===== src/rtl/dpram_bist_pkg.sv =====
// Shared types and helpers for the dual-port byte-enable RAM self-test.
package dpram_bist_pkg;

  typedef enum logic [2:0] {
    ST_IDLE,
    ST_FILL,
    ST_CHECK1,
    ST_LANE,
    ST_CHECK2,
    ST_DONE
  } state_t;

  localparam int unsigned MAX_DATA_W = 1024;

  function automatic int unsigned be_w(input int unsigned data_w);
    return data_w / 8;
  endfunction

  // Expected CHECK2 word: byte lane `lane` of p replaced by the same lane of ~p.
  function automatic logic [MAX_DATA_W-1:0] lane_merge(input logic [MAX_DATA_W-1:0] p,
                                                       input int unsigned lane);
    return p ^ (MAX_DATA_W'({8{1'b1}}) << (lane * 8));
  endfunction

endpackage


===== src/rtl/dpram_be_bist_if.sv =====
// Both ports of the true dual-port byte-enable RAM, as seen by the self-test.
interface dpram_be_bist_if
  import dpram_bist_pkg::*;
#(
  parameter int unsigned ADDR_W = 6,
  parameter int unsigned DATA_W = 32
);
  localparam int unsigned BE_W = be_w(DATA_W);

  logic [DATA_W-1:0] data_a;
  logic [DATA_W-1:0] data_b;
  logic [BE_W-1:0]   be_a;
  logic [BE_W-1:0]   be_b;
  logic [ADDR_W-1:0] addr_a;
  logic [ADDR_W-1:0] addr_b;
  logic              we_a;
  logic              we_b;
  logic [DATA_W-1:0] q_a;
  logic [DATA_W-1:0] q_b;

  modport master (
    output data_a, data_b, be_a, be_b, addr_a, addr_b, we_a, we_b,
    input  q_a, q_b
  );

  modport slave (
    input  data_a, data_b, be_a, be_b, addr_a, addr_b, we_a, we_b,
    output q_a, q_b
  );
endinterface


===== src/rtl/dpram_bist_checker.sv =====
// Compare pipeline: aligns issued read addresses with returned data and tracks failures.
module dpram_bist_checker
  import dpram_bist_pkg::*;
#(
  parameter int unsigned ADDR_W = 6,
  parameter int unsigned DATA_W = 32
) (
  input  logic              clk,
  input  logic              rst,
  input  logic              clear,
  input  logic              finish,
  input  logic              rd_valid,
  input  logic              rd_phase,
  input  logic [ADDR_W-1:0] rd_addr,
  input  logic [DATA_W-1:0] p,
  input  logic [DATA_W-1:0] q_a,
  input  logic [DATA_W-1:0] q_b,
  output logic              pass,
  output logic [7:0]        fail_count,
  output logic [ADDR_W-1:0] fail_addr,
  output logic              fail_phase
);
  localparam int unsigned BE_W = be_w(DATA_W);

  logic              st_valid;
  logic              st_phase;
  logic [ADDR_W-1:0] st_addr;
  logic [DATA_W-1:0] exp_c;
  logic [DATA_W-1:0] got_c;
  logic              mismatch_c;
  logic [7:0]        cnt_c;

  // Phase 0 reads come back on port B, phase 1 reads on port A.
  always_comb begin
    exp_c      = p;
    got_c      = q_b;
    mismatch_c = 1'b0;
    cnt_c      = fail_count;
    if (st_phase) begin
      exp_c = DATA_W'(lane_merge(MAX_DATA_W'(p), 32'(st_addr) % BE_W));
      got_c = q_a;
    end
    mismatch_c = st_valid && (got_c != exp_c);
    if (clear) begin
      cnt_c = 8'd0;
    end else if (mismatch_c && fail_count != 8'hFF) begin
      cnt_c = fail_count + 8'd1;
    end
  end

  always_ff @(posedge clk) begin
    if (rst) begin
      st_valid   <= 1'b0;
      st_phase   <= 1'b0;
      st_addr    <= '0;
      pass       <= 1'b0;
      fail_count <= 8'd0;
      fail_addr  <= '0;
      fail_phase <= 1'b0;
    end else begin
      st_valid   <= rd_valid;
      st_phase   <= rd_phase;
      st_addr    <= rd_addr;
      fail_count <= cnt_c;
      if (clear) begin
        fail_addr  <= '0;
        fail_phase <= 1'b0;
        pass       <= 1'b0;
      end else begin
        if (mismatch_c && fail_count == 8'd0) begin
          fail_addr  <= st_addr;
          fail_phase <= st_phase;
        end
        if (finish) begin
          pass <= (cnt_c == 8'd0);
        end
      end
    end
  end
endmodule


===== src/rtl/dpram_be_bist.sv =====
// Self-test initiator: fill via A, check via B, lane-overwrite via B, check merged words via A.
module dpram_be_bist
  import dpram_bist_pkg::*;
#(
  parameter int unsigned ADDR_W = 6,
  parameter int unsigned DATA_W = 32
) (
  input  logic              clk,
  input  logic              rst,
  input  logic              start,
  input  logic [DATA_W-1:0] pattern,
  output logic              busy,
  output logic              done,
  output logic              pass,
  output logic [7:0]        fail_count,
  output logic [ADDR_W-1:0] fail_addr,
  output logic              fail_phase,
  dpram_be_bist_if.master   ram
);
  localparam int unsigned BE_W = be_w(DATA_W);
  localparam logic [ADDR_W-1:0] A_LAST = '1;

  state_t            state, state_n;
  logic [ADDR_W-1:0] a, a_n;
  logic              drain, drain_n;
  logic [DATA_W-1:0] p, p_n;
  logic              clear_c, finish_c;

  logic [DATA_W-1:0] data_a_n, data_b_n;
  logic [BE_W-1:0]   be_a_n, be_b_n;
  logic [ADDR_W-1:0] addr_a_n, addr_b_n;
  logic              we_a_n, we_b_n;
  logic              rd_valid, rd_valid_n;
  logic              rd_phase, rd_phase_n;
  logic [ADDR_W-1:0] rd_addr, rd_addr_n;

  always_comb begin
    state_n    = state;
    a_n        = a;
    drain_n    = drain;
    p_n        = p;
    clear_c    = 1'b0;
    finish_c   = 1'b0;
    data_a_n   = '0;
    data_b_n   = '0;
    be_a_n     = '0;
    be_b_n     = '0;
    addr_a_n   = '0;
    addr_b_n   = '0;
    we_a_n     = 1'b0;
    we_b_n     = 1'b0;
    rd_valid_n = 1'b0;
    rd_phase_n = 1'b0;
    rd_addr_n  = '0;

    case (state)
      ST_IDLE: if (start) begin
        state_n = ST_FILL;
        a_n     = '0;
        drain_n = 1'b0;
        p_n     = pattern;
        clear_c = 1'b1;
      end
      ST_FILL, ST_LANE: begin
        a_n = a + ADDR_W'(1);
        if (a == A_LAST) state_n = (state == ST_FILL) ? ST_CHECK1 : ST_CHECK2;
      end
      // Each check phase holds one drain cycle so the last read gets compared.
      ST_CHECK1, ST_CHECK2: begin
        if (drain) begin
          drain_n = 1'b0;
          a_n     = '0;
          state_n = (state == ST_CHECK1) ? ST_LANE : ST_DONE;
        end else if (a == A_LAST) begin
          drain_n = 1'b1;
        end else begin
          a_n = a + ADDR_W'(1);
        end
      end
      ST_DONE: state_n = ST_IDLE;
      default: state_n = ST_IDLE;
    endcase

    finish_c = (state_n == ST_DONE);

    // Port outputs are registered, so they decode the state being entered.
    case (state_n)
      ST_FILL: begin
        addr_a_n = a_n;
        data_a_n = p_n;
        be_a_n   = '1;
        we_a_n   = 1'b1;
      end
      ST_CHECK1: if (!drain_n) begin
        addr_b_n   = a_n;
        rd_valid_n = 1'b1;
        rd_addr_n  = a_n;
      end
      ST_LANE: begin
        addr_b_n = a_n;
        data_b_n = ~p_n;
        be_b_n   = BE_W'(1) << (32'(a_n) % BE_W);
        we_b_n   = 1'b1;
      end
      ST_CHECK2: if (!drain_n) begin
        addr_a_n   = a_n;
        rd_valid_n = 1'b1;
        rd_phase_n = 1'b1;
        rd_addr_n  = a_n;
      end
      default: ;
    endcase
  end

  always_ff @(posedge clk) begin
    if (rst) begin
      state      <= ST_IDLE;
      a          <= '0;
      drain      <= 1'b0;
      p          <= '0;
      busy       <= 1'b0;
      done       <= 1'b0;
      ram.data_a <= '0;
      ram.data_b <= '0;
      ram.be_a   <= '0;
      ram.be_b   <= '0;
      ram.addr_a <= '0;
      ram.addr_b <= '0;
      ram.we_a   <= 1'b0;
      ram.we_b   <= 1'b0;
      rd_valid   <= 1'b0;
      rd_phase   <= 1'b0;
      rd_addr    <= '0;
    end else begin
      state      <= state_n;
      a          <= a_n;
      drain      <= drain_n;
      p          <= p_n;
      busy       <= (state_n != ST_IDLE) && (state_n != ST_DONE);
      done       <= finish_c;
      ram.data_a <= data_a_n;
      ram.data_b <= data_b_n;
      ram.be_a   <= be_a_n;
      ram.be_b   <= be_b_n;
      ram.addr_a <= addr_a_n;
      ram.addr_b <= addr_b_n;
      ram.we_a   <= we_a_n;
      ram.we_b   <= we_b_n;
      rd_valid   <= rd_valid_n;
      rd_phase   <= rd_phase_n;
      rd_addr    <= rd_addr_n;
    end
  end

  dpram_bist_checker #(.ADDR_W(ADDR_W), .DATA_W(DATA_W)) u_checker (
    .clk        (clk),
    .rst        (rst),
    .clear      (clear_c),
    .finish     (finish_c),
    .rd_valid   (rd_valid),
    .rd_phase   (rd_phase),
    .rd_addr    (rd_addr),
    .p          (p),
    .q_a        (ram.q_a),
    .q_b        (ram.q_b),
    .pass       (pass),
    .fail_count (fail_count),
    .fail_addr  (fail_addr),
    .fail_phase (fail_phase)
  );
endmodule


===== src/flat_wrapper.sv =====
// flat-port wrapper written by rule: the top's interface ports become plain ports
module dpram_be_bist_flat import dpram_bist_pkg::*;
#(
  parameter int unsigned ADDR_W = 6,
  parameter int unsigned DATA_W = 32
)
  (clk, rst, start, pattern, busy, done, pass, fail_count, fail_addr, fail_phase, ram_data_a, ram_data_b, ram_be_a, ram_be_b, ram_addr_a, ram_addr_b, ram_we_a, ram_we_b, ram_q_a, ram_q_b);
  dpram_be_bist_if #(.ADDR_W(ADDR_W), .DATA_W(DATA_W)) ram_i ();
  input  logic clk;
  input  logic rst;
  input  logic start;
  input  logic [DATA_W-1:0] pattern;
  output logic busy;
  output logic done;
  output logic pass;
  output logic [7:0] fail_count;
  output logic [ADDR_W-1:0] fail_addr;
  output logic fail_phase;
  output wire logic [$bits(ram_i.data_a)-1:0] ram_data_a;
  output wire logic [$bits(ram_i.data_b)-1:0] ram_data_b;
  output wire logic [$bits(ram_i.be_a)-1:0] ram_be_a;
  output wire logic [$bits(ram_i.be_b)-1:0] ram_be_b;
  output wire logic [$bits(ram_i.addr_a)-1:0] ram_addr_a;
  output wire logic [$bits(ram_i.addr_b)-1:0] ram_addr_b;
  output wire logic [$bits(ram_i.we_a)-1:0] ram_we_a;
  output wire logic [$bits(ram_i.we_b)-1:0] ram_we_b;
  input wire logic [$bits(ram_i.q_a)-1:0] ram_q_a;
  input wire logic [$bits(ram_i.q_b)-1:0] ram_q_b;
  assign ram_data_a = ram_i.data_a;
  assign ram_data_b = ram_i.data_b;
  assign ram_be_a = ram_i.be_a;
  assign ram_be_b = ram_i.be_b;
  assign ram_addr_a = ram_i.addr_a;
  assign ram_addr_b = ram_i.addr_b;
  assign ram_we_a = ram_i.we_a;
  assign ram_we_b = ram_i.we_b;
  assign ram_i.q_a = ram_q_a;
  assign ram_i.q_b = ram_q_b;
  dpram_be_bist #(.ADDR_W(ADDR_W), .DATA_W(DATA_W)) u_core (.clk(clk), .rst(rst), .start(start), .pattern(pattern), .busy(busy), .done(done), .pass(pass), .fail_count(fail_count), .fail_addr(fail_addr), .fail_phase(fail_phase), .ram(ram_i));
endmodule

===== config.mk =====
export PLATFORM = sky130hd
export DESIGN_NAME = dpram_be_bist_flat
export DESIGN_NICKNAME = d
export VERILOG_FILES = /design/src/rtl/dpram_bist_pkg.sv /design/src/rtl/dpram_be_bist_if.sv /design/src/rtl/dpram_bist_checker.sv /design/src/rtl/dpram_be_bist.sv /design/src/flat_wrapper.sv
export SDC_FILE = /design/constraint.sdc
export NUM_CORES = 1
export LEC_CHECK = 0
export CORE_MARGIN = 3
export CORE_UTILIZATION = 46
export DETAILED_ROUTE_END_ITERATION = 7
export PLACE_DENSITY = 0.84
export SETUP_SLACK_MARGIN = 0.15
export SLEW_MARGIN = 20
export SYNTH_ARGS = -nofsm -noshare
export SYNTH_HDL_FRONTEND = slang
export SYNTH_SLANG_ARGS = --single-unit
export TNS_END_PERCENT = 5

===== constraint.sdc =====
create_clock -name clk -period 3.85 [get_ports clk]
set_input_delay 0.77 -clock clk [delete_from_list [all_inputs] [get_ports clk]]
set_output_delay 0.77 -clock clk [all_outputs]
set_load 0.01 [all_outputs]

### After elaboration in Yosys (flattened, before gate mapping)

Index checks and enable logic that the tools add are counted.

* register bits after elaboration: 162
* bits of input ports: 99
* output and inout port bits: 104
* word-level logic and storage cells: 92

* add/sub/neg operators: 2
* equal/unequal tests: 13
* shift-type cells: 2
* multiplexer cells: 29
* bitwise operators: 6
* reductions and logical operators: 16

Operator list (number)
* $mux 32: 4
* $ne 32x32->1: 1
* $not 32->32: 1
* $shl 8x5->32 const A: 1
* $xor 32x32->32: 1
* $mux 6: 4
* $pmux 6 s2: 2
* $pmux 6 s3: 1
* $logic_not 8->1: 2
* $mux 8: 2
* $reduce_or 2->1: 8
* $mux 3: 5
* $eq 3x2->1 const B: 4
* $eq 3x3->1 const B: 3
* $pmux 3 s3: 1
* $add 8x1->8 const B: 1
* $mux 1: 8
* $ne 8x8->1 const B: 1
* $add 6x1->6 const B: 1
* $eq 3x1->1 const B: 2
* $eq 6x6->1 const B: 1
* $logic_and 1x1->1: 4
* $mux 4: 1
* $not 1->1: 4
* 5 further kinds: 5

### Depth between registers and ports, before layout

Gate-level depths: netlist (run 1).

* depth after elaboration: 9
* gate-level depth with buffers: 14
* gate-level depth less buffers: 10

### Hierarchy

A second synthesis (run 1) with hierarchy kept.

* cells, all modules: 662
* area, all modules: 6434.9 µm²

Modules (own cells, without submodules)
* dpram_be_bist: instances 1, cells an instance 398, area an instance 4310.4 µm², sequential area each 2682.6 µm²
* dpram_bist_checker: instances 1, cells an instance 264, area an instance 2124.5 µm², sequential area each 480.5 µm²

### Least setup slack after synthesis (run 1)

OpenSTA, ideal clock, no wires.

* path kind: input port to flip-flop
* start point: in ram_q_a[4]
* end point: reg u_core.u_checker.pass
* library setup time: 96 ps
* data arrival time: 2911 ps
* data required time: 3754 ps
* slack: 844 ps
* stages on the path: 10
* buffers on the path: 1
* path through: mux2i_1 -> xnor2_1 -> or3_1 -> a211oi_1 -> o2111ai_1 -> or4_4 -> buf_6 -> a211oi_1 -> a21oi_1 -> o41ai_2

* word-level cells in the longest chain between the ends: 7

Ends and longest elaborated chain
* from (decl): line flat_wrapper.sv:27 `input wire logic [$bits(ram_i.q_a)-1:0] ram_q_a;`
* $mux 32: line dpram_bist_checker.sv:39 `if (st_phase) begin`
* $ne 32x32->1: line dpram_bist_checker.sv:43 `mismatch_c = st_valid && (got_c != exp_c);`
* $logic_and 1x1->1: line dpram_bist_checker.sv:43
* $logic_and 1x1->1: line dpram_bist_checker.sv:46 `end else if (mismatch_c && fail_count != 8'hFF) begin`
* $mux 8: line dpram_bist_checker.sv:46
* $mux 8: line dpram_bist_checker.sv:44 `if (clear) begin`
* $logic_not 8->1: line dpram_bist_checker.sv:75 `pass <= (cnt_c == 8'd0);`
* to (signal assigned): line dpram_bist_checker.sv:75
* to (decl): line dpram_bist_checker.sv:18 `output logic pass,`

No other way between the ends.
A chain may end at the register's enable or synchronous reset.

### Final worst setup path (run 1)

* start point: reg u_core.u_checker.st_addr[1]
* end point: reg u_core.u_checker.pass

* word-level cells in the longest chain between the ends: 9

Ends and longest elaborated chain
* from (decl): line dpram_bist_checker.sv:27 `logic [ADDR_W-1:0] st_addr;`
* from (signal assigned): line dpram_bist_checker.sv:63 `st_addr <= rd_addr;`
* $shl 8x5->32: line dpram_bist_pkg.sv:22 `return p ^ (MAX_DATA_W'({8{1'b1}}) << (lane * 8));`
* $xor 32x32->32: line dpram_bist_pkg.sv:22
* $mux 32: line dpram_bist_checker.sv:39
* $ne 32x32->1: line dpram_bist_checker.sv:43
* $logic_and 1x1->1: line dpram_bist_checker.sv:43
* $logic_and 1x1->1: line dpram_bist_checker.sv:46
* $mux 8: line dpram_bist_checker.sv:46
* $mux 8: line dpram_bist_checker.sv:44
* $logic_not 8->1: line dpram_bist_checker.sv:75

No other way between the ends.

==> impl_metrics.toml, run 1 <==
[timing]
slew_headroom_pct = 44.7
period_share_pct = 90.2
setup_viol_count_final = 0
hold_viol_final = 0
clock_skew_ps = 8.90
rsz0062_at_grt = "no"
fin_crit_ps = 3470
tns_ps = 0
drv_slew = 0
fmax_mhz = 288
hold_ws_ps = 435
tightest_slew_ps = 820

[worst_setup_path]
critPathCaptureType = "register"
path_class = "register to register"
worstPathMaxFanout = 20
startpoint_type = "register"
worst_ep_arrival_time_ps = 3770
critPathRequiredTime_ps = 4140

[cts]
clk-insertion-delay-late_ps = 420
clockBufferDepth = 2
clock_sinks = 158
tritoncts = "yes"
h-tree-depth = 4
root_buffer = "clkbuf_16"
ctsResizeCount = 0
postCtsSetupBuffers = 0
clk_pin_slew_worst_paths_ps = 60
cts_buffers = 17
hold_buffers = 0

[power_and_ir_drop]
p_leak_nw = 3.45
internal_power_mw = 2.90
powerDensity_nw_per_um2 = 426
swShare_pct = 22.6
combPwrFrac_pct = 10.5
seq_power_share_pct = 45.6
ir_drop_v = 0.000260
clockPowerShare_pct = 43.9
switchingPower_mw = 0.849

[layout]
drive_gt1_share_pct = 5.52
n_antenna_cell = 0
n_fill_cell = 978
finalCoreUtilization_pct = 68.7
layout_commonest_cell = "clkdlybuf4s50_1"
finalNetCount = 925
layout_common_cells = "201 x clkdlybuf4s50_1, 157 x dfxtp_1, 126 x nor2_1"
final_cell_area_um2 = 8800
syn2layout_area_growth_pct = 43.7

[drt]
drtPass1Iterations = 7
vias = 5357
avgViaCountPerCell = 5.33
postRouteWirelength_um = 17900
first_iter_violations = 297
drc = 0
wl_per_cell_um = 17.8
ant_nets = 0

[grt]
antenna_found_initial = 0
gr-usage-met3_pct = 6.67
grt_overflow_total = 0
grt_busiest_layer = "met2"
grt_max_degree = 37
grt_use_met2_pct = 41.8
grt_pass1_wl_um = 27600
use_met1_pct = 27.6
first_global_vias = 5376
track_usage_pct = 23.9

[synthesis]
synth.distinct_cells = 53
yosys.area.top_type_share_pct = 51.6
synth_edf_count = 0
netlist_area_um2 = 6130
postSynthCellCount = 634
synth_nets = 736
yosysTopAreaCell = "dfxtp_1"
synth_flop_cell = "dfxtp_1"
synth-seq-cells = 158
synth_seq_area_share_pct = 51.6
async_flop_share_pct = 0
yosysWarningCount = 0
synth_area_leaders = "dfxtp_1 52%, mux2i_1 10%, nor2_1 7.7%, xnor2_1 4.3%, and3_1 3.9%"
avgSynthCellArea_um2 = 9.67

[place]
dp_hpwl_um = 12900
dpl-instance-area_um2 = 8230
gp_congestion = 0.926
io_buffers = 202

[floorplanning]
io_pins = 203
die_width_um = 121
core_region_area_um2 = 12800
die_height_um = 121
start_util_pct = 47.8
row_count = 41
dieArea_um2 = 14700

[status]
outcome = "finished clean"

[worst_hold_path]
hold_class = "register to register"

[run]
drv_cap = 0
==> layout make-up <==
cell class | count | area [µm²] | area share (%)
Timing Repair Buffer | 211 | 2080 | 23.7
Multi-Input combinational cell | 424 | 2720 | 30.9
Sequential cell | 158 | 3160 | 35.9
Inverter | 11 | 41.3 | 0.469
Clock buffer | 19 | 433 | 4.92
Tap cell | 172 | 215 | 2.44
Clock inverter | 10 | 143 | 1.62
==> logic make-up after synthesis <==
| kind of cell | share of synthesized area, % |
|---|---|
| AOI/OAI and AO/OA | 6.41 |
| xor gates and xnor gates | 6.72 |
| adders and majority gates | 0.613 |
| buffers and inverters | 4.12 |
| DFF | 51.6 |
| muxes | 10.5 |
| and+or+nand+nor | 20.1 |
==> cells in the mapped netlist, drive strengths merged, types with 2 or more instances <==
| master | count |
|---|---|
| dfxtp | 158 |
| nor2 | 126 |
| mux2i | 64 |
| and3 | 38 |
| xnor2 | 30 |
| clkbuf | 26 |
| a21oi | 17 |
| xor2 | 17 |
| buf | 15 |
| nand2 | 15 |
| nand3 | 14 |
| nor2b | 14 |
| inv | 11 |
| a31oi | 10 |
| o21ai | 9 |
| nand4 | 7 |
| nor3 | 7 |
| or3 | 5 |
| a211oi | 3 |
| and2 | 3 |
| ha | 3 |
| nand2b | 3 |
| nor3b | 3 |
| nor4 | 3 |
| o221ai | 3 |
| a211o | 2 |
| a22oi | 2 |
| and4 | 2 |
| nand3b | 2 |
| nand4bb | 2 |
| o31ai | 2 |
| or2 | 2 |
| or4 | 2 |
==> state kept, by name, indices dropped and copies added (netlist names), 3 cells and up <==
register / cells
u_core.p: 32
u_core.ram.data_a: 32
u_core.ram.data_b: 32
u_core.u_checker.fail_count: 8
u_core.a: 6
u_core.ram.addr_a: 6
u_core.ram.addr_b: 6
u_core.rd_addr: 6
u_core.u_checker.fail_addr: 6
u_core.u_checker.st_addr: 6
u_core.ram.be_b: 4
u_core.state: 3
==> path summary, 6_finish.rpt <==
kind | start | endpoint | slack (ps) | cells past startpoint
worst max register to register | u_core.u_checker.st_addr[1] | u_core.u_checker.pass | 380 | 9
worst max-delay path | u_core.u_checker.st_addr[1] | u_core.u_checker.pass | 380 | 9
worst min register to register | u_core.rd_phase | u_core.u_checker.st_phase | 430 | 1
worst min-delay path | u_core.rd_phase | u_core.u_checker.st_phase | 430 | 1
==> metrics by stage <==
stage,cells,power [mW],setup slack [ps]
2_1_floorplan,634,1.93,844
3_3_place_gp,976,2.12,218
3_5_place_dp,976,2.13,77.4
4_1_cts,1005,3.77,469
5_1_grt,1005,3.87,214
6_report,1005,3.75,377
==> layer usage <==
metal,routed length [µm],up-vias
li1,-,2526
met1,7010,2544
met2,9040,248
met3,1380,39
met4,444,0
met5,0,-
==> critical path, cell delays in order (launching register included) <==
cell	delay, ps
dfxtp_1	840
nor2b_1	420
o221ai_1	220
xor2_1	180
nor4_1	270
nand4_1	150
or4_4	530
and2_0	290
a41oi_1	320
o41ai_2	120
==> power groups by stage <==
stage | combinational, mW | clock, mW | sequential (mW)
after detailed placement | 0.389 | 0 | 1.74
final | 0.394 | 1.64 | 1.71
after CTS | 0.395 | 1.66 | 1.71
after floorplan | 0.185 | 0 | 1.75
after global routing | 0.425 | 1.73 | 1.71
after global placement | 0.380 | 0 | 1.74
Note: power is estimated with default switching activity, not from simulation.
==> run 2: changes to the inputs <==
Settings changed: CORE_UTILIZATION 46 to 41, PLACE_DENSITY 0.84 to 0.8.
Clock period 3.85 ns to 2.8 ns, I/O delays scaled along.
==> run 2 against run 1 <==
Net effect:
- the flow now finishes with violations (setup timing)
- first-iteration DRC count decreased by 24%
- clock-buffer cell count increased by 2
- register-to-register slack got worse by 510 ps
- hold slack got worse by 1.5 ps
- via count decreased by 1.1%
- critical path depth increased by 2
- final area increased by 5.0%
- core utilization decreased by 5.3 points
- sequential power increased by 37%
- die area increased by 12%
- non-clock buffer count increased by 33
- critical path type unchanged
- critical endpoint unchanged
- largest power group unchanged
- highest routed layer unchanged
==> impl_metrics.toml, run 2 (synthesis gave the netlist of run 1 again) <==
[cts]
clk-insertion-delay-late_ps = 430
cts_buffers = 17
tritoncts = "yes"
h-tree-depth = 4
clock_sinks = 158
clockBufferDepth = 2
root_buffer = "clkbuf_16"
hold_buffers = 0
clk_pin_slew_worst_paths_ps = 60

[worst_setup_path]
critPathRequiredTime_ps = 3130
cp_num_buf_inv = 2
slowest_stage = "or4_4"
crit_chain = "buf_12, buf_8, or4bb_1, o221ai_2, xor2_1, nor4_2, nand4_1, or4_4, a211oi_2, a21oi_1, o41ai_2"
startpoint_type = "register"
critPathCaptureType = "register"
max_stage_delay_ps = 620
critical_path.top_delay_family = "simple AND/OR/NAND/NOR gates"
path_class = "register to register"
worstPathMaxFanout = 10
crit_cells = 11
worst_ep_arrival_time_ps = 3260
worst-r2r-cell-count = 11

[status]
outcome = "finished with violations"
violations = "setup timing"

[place]
io_buffers = 202
gp_congestion = 0.870
dp_cells = 1017
dp_hpwl_um = 13000

[grt]
grt_max_degree = 33
grt_pass1_wl_um = 27800
grt_overflow_total = 0
track_usage_pct = 21.7
first_global_vias = 5279
antenna_found_initial = 0

[layout]
finalNetCount = 958
syn2layout_area_growth_pct = 50.9
drive_gt1_share_pct = 12.5
top_regs = "u_core.p: 32 flops, u_core.ram.data_a: 32 flops, u_core.ram.data_b: 32 flops"
finalCoreUtilization_pct = 63.4
layout_common_cells = "201 x clkdlybuf4s50_1, 155 x dfxtp_1, 126 x nor2_1"
stdcell_count = 1053
layout_commonest_cell = "clkdlybuf4s50_1"
n_antenna_cell = 0

[drt]
met3_length_um = 1130
drtPass1Iterations = 6
route.met2.wl_um = 8910
postRouteWirelength_um = 18100
drc = 0
vias = 5300
avgViaCountPerCell = 5.03
topRoutingLayerUsed = "met4"
wl_met1_um = 7640
ant_nets = 0
first_iter_violations = 226
wl_per_cell_um = 17.2

[power_and_ir_drop]
combPwrFrac_pct = 11.1
seq_power_share_pct = 45.5
powerDensity_nw_per_um2 = 557
ir_drop_v = 0.000381
clockPowerShare_pct = 43.4
p_leak_nw = 3.65
internal_power_mw = 3.92
switchingPower_mw = 1.23
fin_total_pwr_mw = 5.15
swShare_pct = 24.0

[worst_hold_path]
whs_path_depth = 1
hold_class = "register to register"

[timing]
setup_ws_ps = -134
drv_slew = 0
slew_headroom_pct = 60.0
fin_crit_ps = 2930
rsz0062_at_grt = "yes"
setup_viol_count_final = 9
hold_viol_final = 0
hold_ws_ps = 433
fmax_mhz = 341
period_share_pct = 105
clock_skew_ps = 8.67
tightest_slew_ps = 583

[floorplanning]
die_width_um = 128
io_pins = 203
core_region_area_um2 = 14600
row_count = 44
start_util_pct = 42.0
die_height_um = 128
dieArea_um2 = 16500

[run]
drv_cap = 0
-- run 2: routing by layer --
layer / global-route usage, % / vias to the layer above
met5: 0 / -
met4: 7.49 / 0
met3: 6.25 / 38
met2: 36.6 / 173
met1: 26.4 / 2494
li1: - / 2595
-- run 2: final timing paths --
kind / from / slack, ps / endpoint
setup / recovery: u_core.u_checker.st_phase / -130 / u_core.u_checker.pass
hold / removal: u_core.rd_addr[2] / 430 / u_core.u_checker.st_addr[2]
setup reg to reg: u_core.u_checker.st_phase / -130 / u_core.u_checker.pass
hold reg to reg: u_core.rd_addr[2] / 430 / u_core.u_checker.st_addr[2]
-- run 2: timing repair --
item | in CTS | in global routing
pin swaps | 6 | 1
setup endpoints to repair | 16 | 22
resized for setup | 21 | 13
setup buffers | 4 | 0
-- run 2: power by group through the flow --
stage          sequential (mW)  combinational [mW]  clock [mW]
4_1_cts                   2.35               0.571        2.27
2_1_floorplan             2.40               0.256           0
3_5_place_dp              2.40               0.559           0
3_3_place_gp              2.39               0.553           0
6_report                  2.35               0.572        2.23
5_1_grt                   2.35               0.619        2.36
-- run 2: worst register-to-register path, delay by kind of cell, from the launching register on --
family / cells / cell delay, ps
AND/OR/NAND/NOR: 4 / 1360
AO/OA/AOI/OAI: 4 / 710
flip-flops: 1 / 370
buffers and inverters: 2 / 280
XOR/XNOR: 1 / 110
-- run 2: layout make-up --
| class | count | area, µm² |
|---|---|---|
| multi-input cells | 424 | 2850 |
| inverters | 11 | 41.3 |
| fillers | 1178 | 5340 |
| repair buffers | 244 | 2380 |
| well taps | 184 | 230 |
| flip-flops and latches | 158 | 3170 |
| clock inverters | 11 | 108 |
| clock buffers | 21 | 470 |
-- run 2: per-stage QoR --
step           TNS, ps  worst slack [ps]  area, µm²
2_1_floorplan        0              34.3       6140
3_3_place_gp     -8170              -593       8500
3_5_place_dp     -9110              -670       8500
4_1_cts           -393              -112       9190
5_1_grt          -1890              -225       9250
6_report          -252              -134       9250
==> run 3: changes to the inputs <==
Settings changed: CORE_UTILIZATION 41 to 42, SYNTH_HIERARCHICAL set to 1.
==> run 3 against run 2 <==
Net effect:
- the flow still finishes with violations (setup timing)
- power up 2.0%
- hold slack better by 1.6 ps
- final area up 2.6%
- non-clock buffer count decreased by 7
- synthesized cell count up 4.4%
- die area is 2.4% higher
- maximum frequency decreased by 1.9%
- critical path type unchanged
==> impl_metrics.toml, run 3 <==
[synthesis]
synthXorXnorAreaFrac_pct = 6.81
synth-simple-area-share_pct = 21.1
synth_adder_area_share_pct = 0.583
synth.area.mux_share_pct = 9.08
synth-seq-cells = 158
synth_nets = 764
synth-compound-area-share_pct = 8.63
synth_seq_area_share_pct = 49.2
postSynthCellCount = 662
yosysTopAreaCell = "dfxtp_1"
yosysMostFrequentCell = "dfxtp_1"
synth_top_family_by_area = "simple AND/OR/NAND/NOR gates"
yosysWarningCount = 6
synth_flop_cell = "dfxtp_1"
netlist_area_um2 = 6430
synth_edf_count = 0
async_flop_share_pct = 0
synth_area_leaders = "dfxtp_1 49%, mux2i_1 8.6%, nor2_1 7.3%, xnor2_1 4.6%, and2_1 3.3%"
avgSynthCellArea_um2 = 9.72
synth.distinct_cells = 74
synthTopCellsByCount = "158 x dfxtp_1, 126 x nor2_1, 55 x mux2i_1"
yosys.area.top_type_share_pct = 49.2

[layout]
finalNetCount = 978
drive_gt1_share_pct = 12.5
layout_common_cells = "200 x clkdlybuf4s50_1, 156 x dfxtp_1, 125 x nor2_1"
layout_commonest_cell = "clkdlybuf4s50_1"
n_antenna_cell = 0
top_regs = "u_core/p: 32 flops, u_core/ram.data_a: 32 flops, u_core/ram.data_b: 32 flops"
syn2layout_area_growth_pct = 47.4

[cts]
cts_buffers = 17
clockBufferDepth = 2
tritoncts = "yes"
clk-insertion-delay-late_ps = 420
hold_buffers = 0
h-tree-depth = 4
root_buffer = "clkbuf_16"
clk_pin_slew_worst_paths_ps = 60
clock_sinks = 158

[power_and_ir_drop]
ir_drop_v = 0.000449
fin_total_pwr_mw = 5.25
swShare_pct = 22.9
switchingPower_mw = 1.20
seq_power_share_pct = 44.6
powerDensity_nw_per_um2 = 554
combPwrFrac_pct = 10.0
internal_power_mw = 4.05
clockPowerShare_pct = 45.4
p_leak_nw = 3.57

[worst_setup_path]
cpMostUsedCell = "buf_4"
path_class = "register to register"
startpoint_type = "register"
critPathCaptureType = "register"
worst_ep_arrival_time_ps = 3300
max_stage_delay_ps = 520
slowest_stage = "or4_1"
worstPathMaxFanout = 9
critPathRequiredTime_ps = 3110
cp_num_buf_inv = 3
crit_chain = "buf_6, mux2i_1, xnor2_1, or4_1, o22ai_2, buf_4, nand4_1, o41ai_4, buf_4, nor2_4, and4_1, o2111ai_1, o21ai_1"
critical_path.top_delay_family = "simple AND/OR/NAND/NOR gates"

[timing]
period_share_pct = 107
rsz0062_at_grt = "yes"
clock_skew_ps = 8.29
slew_headroom_pct = 56.5
setup_viol_count_final = 15
hold_viol_final = 0
fin_crit_ps = 2990
tightest_slew_ps = 652
setup_ws_ps = -192
drv_slew = 0
fmax_mhz = 334

[floorplanning]
core_region_area_um2 = 14800
start_util_pct = 43.6
dieArea_um2 = 16800
die_height_um = 130
io_pins = 203
die_width_um = 130
row_count = 44

[place]
dp_hpwl_um = 12900
gp_congestion = 0.893
dpl_worst_slack_ps = -743
io_buffers = 202

[grt]
antenna_found_initial = 0
grt_max_degree = 35
grt_pass1_wl_um = 27800
track_usage_pct = 21.4
first_global_vias = 5416
grt_overflow_total = 0

[drt]
drtPass1Iterations = 5
first_iter_violations = 277
wl_per_cell_um = 17.0
avgViaCountPerCell = 5.10
vias = 5468
postRouteWirelength_um = 18200
drc = 0
ant_nets = 0

[status]
violations = "setup timing"
outcome = "finished with violations"

[worst_hold_path]
hold_class = "register to register"

[run]
drv_cap = 0
run 3: final cells by class:
class,count,area [µm²]
clock inverters,12,156
flip-flops and latches,158,3170
multi-input cells,446,3060
inverters,16,60.1
well taps,184,230
fillers,1219,5270
clock buffers,20,457
repair buffers,237,2350
run 3: what timing repair did:
| item | in CTS | in global routing |
|---|---|---|
| gates cloned | 2 | 0 |
| gates resized for setup | 14 | 9 |
| setup buffers | 5 | 3 |
| setup endpoints to repair | 16 | 16 |
| pin swaps | 9 | 9 |
run 3: path summary, 6_finish.rpt:
path,start,to,slack [ps],cells after the start
hold / removal,u_core/rd_addr[2],u_core/u_checker/st_addr[2],430,1
hold reg to reg,u_core/rd_addr[2],u_core/u_checker/st_addr[2],430,1
setup reg to reg,u_core/u_checker/st_phase,u_core/u_checker/pass,-190,13
setup / recovery,u_core/u_checker/st_phase,u_core/u_checker/pass,-190,13
run 3: logic make-up after synthesis:
group | after synthesis
simple gates | 264
flops | 158
compound gates | 72
buf+inv | 58
mux | 57
xor+xnor | 50
fa+ha+maj | 3
run 3: layer usage:
metal  share of wire, %  vias up  wire length, µm  GRT usage (%)
li1                   -     2678                -              -
met1                 42     2536             7650           26.6
met2                 48      215             8780           35.2
met3                7.0       39             1290           5.98
met4                2.8        0              517           9.05
met5                  0        -                0              0
run 3: stage by stage:
step           utilization [%]  setup TNS (ps)  cells  hold WS, ps  cell area [µm²]
2_1_floorplan                -               0    662          414             6430
3_3_place_gp              58.8           -8040   1031          418             8670
3_5_place_dp              58.8           -9410   1031          420             8670
4_1_cts                   64.0            -549   1070          435             9440
5_1_grt                   64.3           -2730   1073          452             9480
6_report                  64.3            -972   1073          435             9480
run 3: power groups by stage:
| stage | Combinational (mW) | Sequential [mW] | Clock, mW |
|---|---|---|---|
| floorplan | 0.235 | 2.40 | 0 |
| finish | 0.524 | 2.34 | 2.38 |
| CTS | 0.521 | 2.34 | 2.43 |
| detailed placement | 0.507 | 2.39 | 0 |
| global route | 0.567 | 2.35 | 2.53 |
| global placement | 0.501 | 2.39 | 0 |
